===== config.mk =====
export PLATFORM = sky130hd
export DESIGN_NAME = tlb_lookup_arbiter
export DESIGN_NICKNAME = d
export VERILOG_FILES = /design/src/rtl/tlb_lookup_arbiter.sv
export SDC_FILE = /design/constraint.sdc
export NUM_CORES = 1
export LEC_CHECK = 0
export ABC_AREA = 1
export BUFFER_PORTS_ARGS = -buffer_cell sky130_fd_sc_hd__buf_2
export CORE_MARGIN = 5
export CORE_UTILIZATION = 48
export DETAILED_ROUTE_END_ITERATION = 7
export PLACE_DENSITY = 0.85
export SYNTH_ARGS = -nofsm -noshare
export SYNTH_HDL_FRONTEND = slang
export SYNTH_SLANG_ARGS = --single-unit

===== constraint.sdc =====
create_clock -name clk -period 5.79 [get_ports clk]
set_input_delay 0.2895 -clock clk [delete_from_list [all_inputs] [get_ports clk]]
set_output_delay 0.2895 -clock clk [all_outputs]
set_load 0.05 [all_outputs]

===== src/rtl/tlb_lookup_arbiter.sv =====
// Arbitrates the shared JTLB search port between ITLB and DTLB miss requests.
// Round-robin grant, fixed-latency lookup with write-retry, registered response to the winner.
module tlb_lookup_arbiter #(
    parameter int LOOKUP_LAT = 1,
    parameter int IDX_W      = 4
) (
    input  logic             clk,
    input  logic             reset,
    input  logic             itlb_req,
    input  logic [31:0]      itlb_vaddr,
    output logic             itlb_ack,
    output logic             itlb_resp_valid,
    input  logic             dtlb_req,
    input  logic [31:0]      dtlb_vaddr,
    output logic             dtlb_ack,
    output logic             dtlb_resp_valid,
    input  logic [7:0]       cp0_asid,
    input  logic             tlb_write_busy,
    input  logic             flush,
    output logic             jtlb_search_valid,
    output logic [18:0]      jtlb_vpn2,
    output logic             jtlb_odd,
    output logic [7:0]       jtlb_asid,
    input  logic             jtlb_found,
    input  logic [IDX_W-1:0] jtlb_index,
    input  logic [19:0]      jtlb_pfn,
    input  logic [2:0]       jtlb_c,
    input  logic             jtlb_d,
    input  logic             jtlb_v,
    output logic             resp_found,
    output logic [IDX_W-1:0] resp_index,
    output logic [19:0]      resp_pfn,
    output logic [2:0]       resp_c,
    output logic             resp_d,
    output logic             resp_v,
    output logic [7:0]       resp_asid
);

    typedef enum logic [1:0] {
        IDLE   = 2'd0,
        LOOKUP = 2'd1,
        RESP   = 2'd2
    } state_t;

    localparam logic [1:0] LAST_CNT = 2'(LOOKUP_LAT - 1);

    state_t     state;
    state_t     state_next;
    logic       rr_d_first;
    logic       owner_d;
    logic [1:0] lat_cnt;
    logic       grant_i;
    logic       grant_d;
    logic       lookup_done;

    // Grants are only issued from IDLE; on a tie the pointer picks the side.
    always_comb begin
        grant_i = 1'b0;
        grant_d = 1'b0;
        if (state == IDLE && !flush && !tlb_write_busy && !reset) begin
            if (dtlb_req && (!itlb_req || rr_d_first)) begin
                grant_d = 1'b1;
            end else if (itlb_req) begin
                grant_i = 1'b1;
            end
        end
    end

    assign lookup_done = (state == LOOKUP) && !flush && !tlb_write_busy && (lat_cnt == LAST_CNT);

    always_comb begin
        state_next = state;
        case (state)
            IDLE:    if (grant_i || grant_d) state_next = LOOKUP;
            LOOKUP:  if (lookup_done) state_next = RESP;
            RESP:    state_next = IDLE;
            default: state_next = IDLE;
        endcase
        if (flush) begin
            state_next = IDLE;
        end
    end

    always_ff @(posedge clk or posedge reset) begin
        if (reset) begin
            state <= IDLE;
        end else begin
            state <= state_next;
        end
    end

    // A TLB write during the lookup makes the result stale, so the count restarts.
    always_ff @(posedge clk or posedge reset) begin
        if (reset) begin
            lat_cnt <= 2'd0;
        end else if (flush || grant_i || grant_d) begin
            lat_cnt <= 2'd0;
        end else if (state == LOOKUP) begin
            if (tlb_write_busy || lookup_done) begin
                lat_cnt <= 2'd0;
            end else begin
                lat_cnt <= lat_cnt + 2'd1;
            end
        end
    end

    always_ff @(posedge clk or posedge reset) begin
        if (reset) begin
            rr_d_first <= 1'b1;
            owner_d    <= 1'b0;
            jtlb_vpn2  <= 19'd0;
            jtlb_odd   <= 1'b0;
            jtlb_asid  <= 8'd0;
        end else if (grant_d) begin
            rr_d_first <= 1'b0;
            owner_d    <= 1'b1;
            jtlb_vpn2  <= dtlb_vaddr[31:13];
            jtlb_odd   <= dtlb_vaddr[12];
            jtlb_asid  <= cp0_asid;
        end else if (grant_i) begin
            rr_d_first <= 1'b1;
            owner_d    <= 1'b0;
            jtlb_vpn2  <= itlb_vaddr[31:13];
            jtlb_odd   <= itlb_vaddr[12];
            jtlb_asid  <= cp0_asid;
        end
    end

    always_ff @(posedge clk or posedge reset) begin
        if (reset) begin
            resp_found <= 1'b0;
            resp_index <= '0;
            resp_pfn   <= 20'd0;
            resp_c     <= 3'd0;
            resp_d     <= 1'b0;
            resp_v     <= 1'b0;
            resp_asid  <= 8'd0;
        end else if (lookup_done) begin
            resp_found <= jtlb_found;
            resp_index <= jtlb_index;
            resp_pfn   <= jtlb_pfn;
            resp_c     <= jtlb_c;
            resp_d     <= jtlb_d;
            resp_v     <= jtlb_v;
            resp_asid  <= jtlb_asid;
        end
    end

    assign itlb_ack          = grant_i;
    assign dtlb_ack          = grant_d;
    assign jtlb_search_valid = (state == LOOKUP);
    assign itlb_resp_valid   = (state == RESP) && !flush && !owner_d;
    assign dtlb_resp_valid   = (state == RESP) && !flush && owner_d;

endmodule


==> flow_metrics.env <==
export IMPL_finalWirelength_um=8290
export IMPL_clockBufferDepth=2
export IMPL_placedCellCount=633
export IMPL_path_clk_slew_ps=80
export IMPL_dr_pass1_iters=4
export IMPL_min_path_type="in2async"
export IMPL_die_area_mm2=0.00855
export IMPL_ys_top_cells_by_area="dfrtp_1 (54%), nand2_1 (23%), nand3_1 (6.9%), inv_1 (6.3%), buf_6 (1.7%)"
export IMPL_avgSynthCellArea_um2=7.83
export IMPL_cts_hold_buf=0
export IMPL_stdcell_count=649
export IMPL_relSlewSlack_pct=19.4
export IMPL_swShare_pct=45.8
export IMPL_wl_per_cell_um=12.8
export IMPL_core_mm2=0.00672
export IMPL_leakagePower_nw=2.67
export IMPL_cp_required_ps=5500
export IMPL_drtAntennaViolNets=0
export IMPL_max_cap_viol_count=0
export IMPL_antenna_found_initial=0
export IMPL_cts_post_setup_buffers_inserted=0
export IMPL_initial_core_util_pct=48.6
export IMPL_vdd_drop_max_v=0.000251
export IMPL_synth_top_area_share_pct=54.4
export IMPL_drive_gt1_share_pct=32.2
export IMPL_total_power_mw=2.05
export IMPL_grt_pass1_wl_um=13400
export IMPL_drt_iter0_drc=117
export IMPL_power_frac_clock_pct=22.9
export IMPL_cts_tree="yes"
export IMPL_synth_net_count=526
export IMPL_synthesis_area_mm2=0.00326
export IMPL_synthCells=417
export IMPL_max_freq_ghz=0.390
export IMPL_clockRootBuffer="clkbuf_8"
export IMPL_regArea_mm2=0.00180
export IMPL_post_route_util_pct=63.2
export IMPL_mostFrequentLayoutCell="nand2_1"
export IMPL_grt_use_total_pct=19.7
export IMPL_p_sw_uw=937
export IMPL_diodes=0
export IMPL_worstSetupPathType="reg2out"
export IMPL_io_pins=179
export IMPL_final_fill_count=580
export IMPL_seq_area_frac_synth_pct=55.3
export IMPL_pwr_share_seq_pct=35.2
export IMPL_fin_crit_ps=2560
export IMPL_chipHeight_um=92.5
export IMPL_cts_sinks=72
export IMPL_grt_max_degree=42
export IMPL_insertion_delay_ps=330
export IMPL_status="finished, final reports clean"
export IMPL_placement_rows=30
export IMPL_worst_clock_skew_ps=11.6
export IMPL_tightest_slew_ps=1210
export IMPL_grt_pass1_vias=2998
export IMPL_rsz0062_at_grt="false"
export IMPL_die_w_um=92.5
export IMPL_cp_max_fo=22
export IMPL_layout_nets=673
export IMPL_gp_congestion=0.810
export IMPL_drc=0
export IMPL_cts_resized=0
export IMPL_portBuffers=154
export IMPL_cts_buffers=9
export IMPL_cp_arrival_ps=2270
export IMPL_cp_end_kind="output pin"
export IMPL_mostFrequentLayoutCells="nand2_1 (201), buf_2 (154), dfrtp_1 (71)"
export IMPL_internal_power_mw=1.11
export IMPL_yosys_area_top_type="dfrtp_1"
export IMPL_ys_types=21
export IMPL_yosysWarningCount=0
export IMPL_ctsHtreeMaxLevel=3
export IMPL_avgViaCountPerCell=4.68
export IMPL_syn2layout_area_growth_pct=30.2
export IMPL_fin_tns_setup_ps=0
export IMPL_ys_ff_latch=72
export IMPL_multi_input_area_mm2=0.00111
export IMPL_setup_viol=0
export IMPL_fin_crit_sh_pct=44.3
export IMPL_grt_ovfl_total=0
export IMPL_drv_slew=0
export IMPL_report_final_hold_viol_count=0
export IMPL_power_frac_comb_pct=41.9
export IMPL_power_density_mw_per_mm2=482
export IMPL_critPathLaunchType="flip-flop"
export IMPL_dp_hpwl_um=6070
export IMPL_fin_hold_ws_ps=103
export IMPL_num_vias=3035
==> power groups by stage <==
stage / registers [mW] / clock network, mW / logic, mW
finish: 0.720 / 0.469 / 0.859
global route: 0.738 / 0.499 / 0.912
CTS: 0.719 / 0.478 / 0.868
detailed placement: 0.727 / 0 / 0.866
global placement: 0.722 / 0 / 0.851
floorplan: 1.21 / 0 / 0.159
==> state kept, by name, summed over array words and instances (netlist names), 2 cells and up <==
name	count
state	2
jtlb_asid	8
resp_c	3
resp_asid	8
resp_index	4
jtlb_vpn2	19
lat_cnt	2
resp_pfn	20
==> cell families after synthesis <==
logic type	after synthesis	synth area share, %
and+or+nand+nor	258	32.1
buffers and inverters	78	10.8
DFF	72	55.3
AOI/OAI and AO/OA	8	1.46
adders and majority gates	1	0.383
==> cells in the mapped netlist <==
| library cell | number |
|---|---|
| nand3_1 | 45 |
| nand2_2 | 1 |
| a21oi_2 | 1 |
| dfstp_2 | 1 |
| o21ai_2 | 1 |
| nor2_2 | 2 |
| dfrtp_1 | 71 |
| clkbuf_1 | 3 |
| inv_1 | 55 |
| nand2_1 | 201 |
| nor3_1 | 1 |
| buf_2 | 9 |
| nor2_4 | 1 |
| buf_6 | 5 |
| ha_1 | 1 |
| buf_4 | 3 |
| o21ai_0 | 5 |
| nand3_2 | 1 |
| nor2_1 | 6 |
| inv_2 | 3 |
| a21oi_1 | 1 |
==> critical path, cell delays in order (launching register included) <==
cell and delay (ps):
dfrtp_1 410, nor2_2 150, nand2_1 100, nor2_4 420, nand2_2 400, inv_1 180, buf_2 280
==> per-stage QoR <==
step | cell area, µm² | setup slack [ps]
after floorplan | 3260 | 3660
after global placement | 4010 | 3400
after detailed placement | 4010 | 3350
after CTS | 4250 | 3200
after global routing | 4250 | 3050
final | 4250 | 3230
==> final timing paths <==
path,slack (ps),startpoint,endpoint,depth (start not counted)
setup reg to reg,3410,state[1],resp_pfn[1],7
setup / recovery,3230,state[1],dtlb_ack,6
hold reg to reg,480,resp_pfn[11],resp_pfn[11],2
hold / removal,100,reset,resp_pfn[7],2
max in group asynchronous,4730,reset,rr_d_first,3
min in group clk,150,jtlb_pfn[10],resp_pfn[10],3
==> routing by layer <==
metal | up-vias | wire (µm) | GRT usage [%]
met5 | - | 0 | 0
met3 | 6 | 707 | 5.04
li1 | 1537 | - | -
met4 | 0 | 78 | 6.19
met2 | 118 | 4080 | 33.8
met1 | 1374 | 3430 | 24.2
==> area by class of cell <==
type                            instances  area share (%)
Tap cell                               80            2.36
Clock buffer                           10            3.00
Sequential cell                        72            42.4
Multi-Input combinational cell        267            26.1
Inverter                               58            5.12
Timing Repair Buffer                  156            18.5
Clock inverter                          6            2.53
Power figures use the tool's default switching activity.
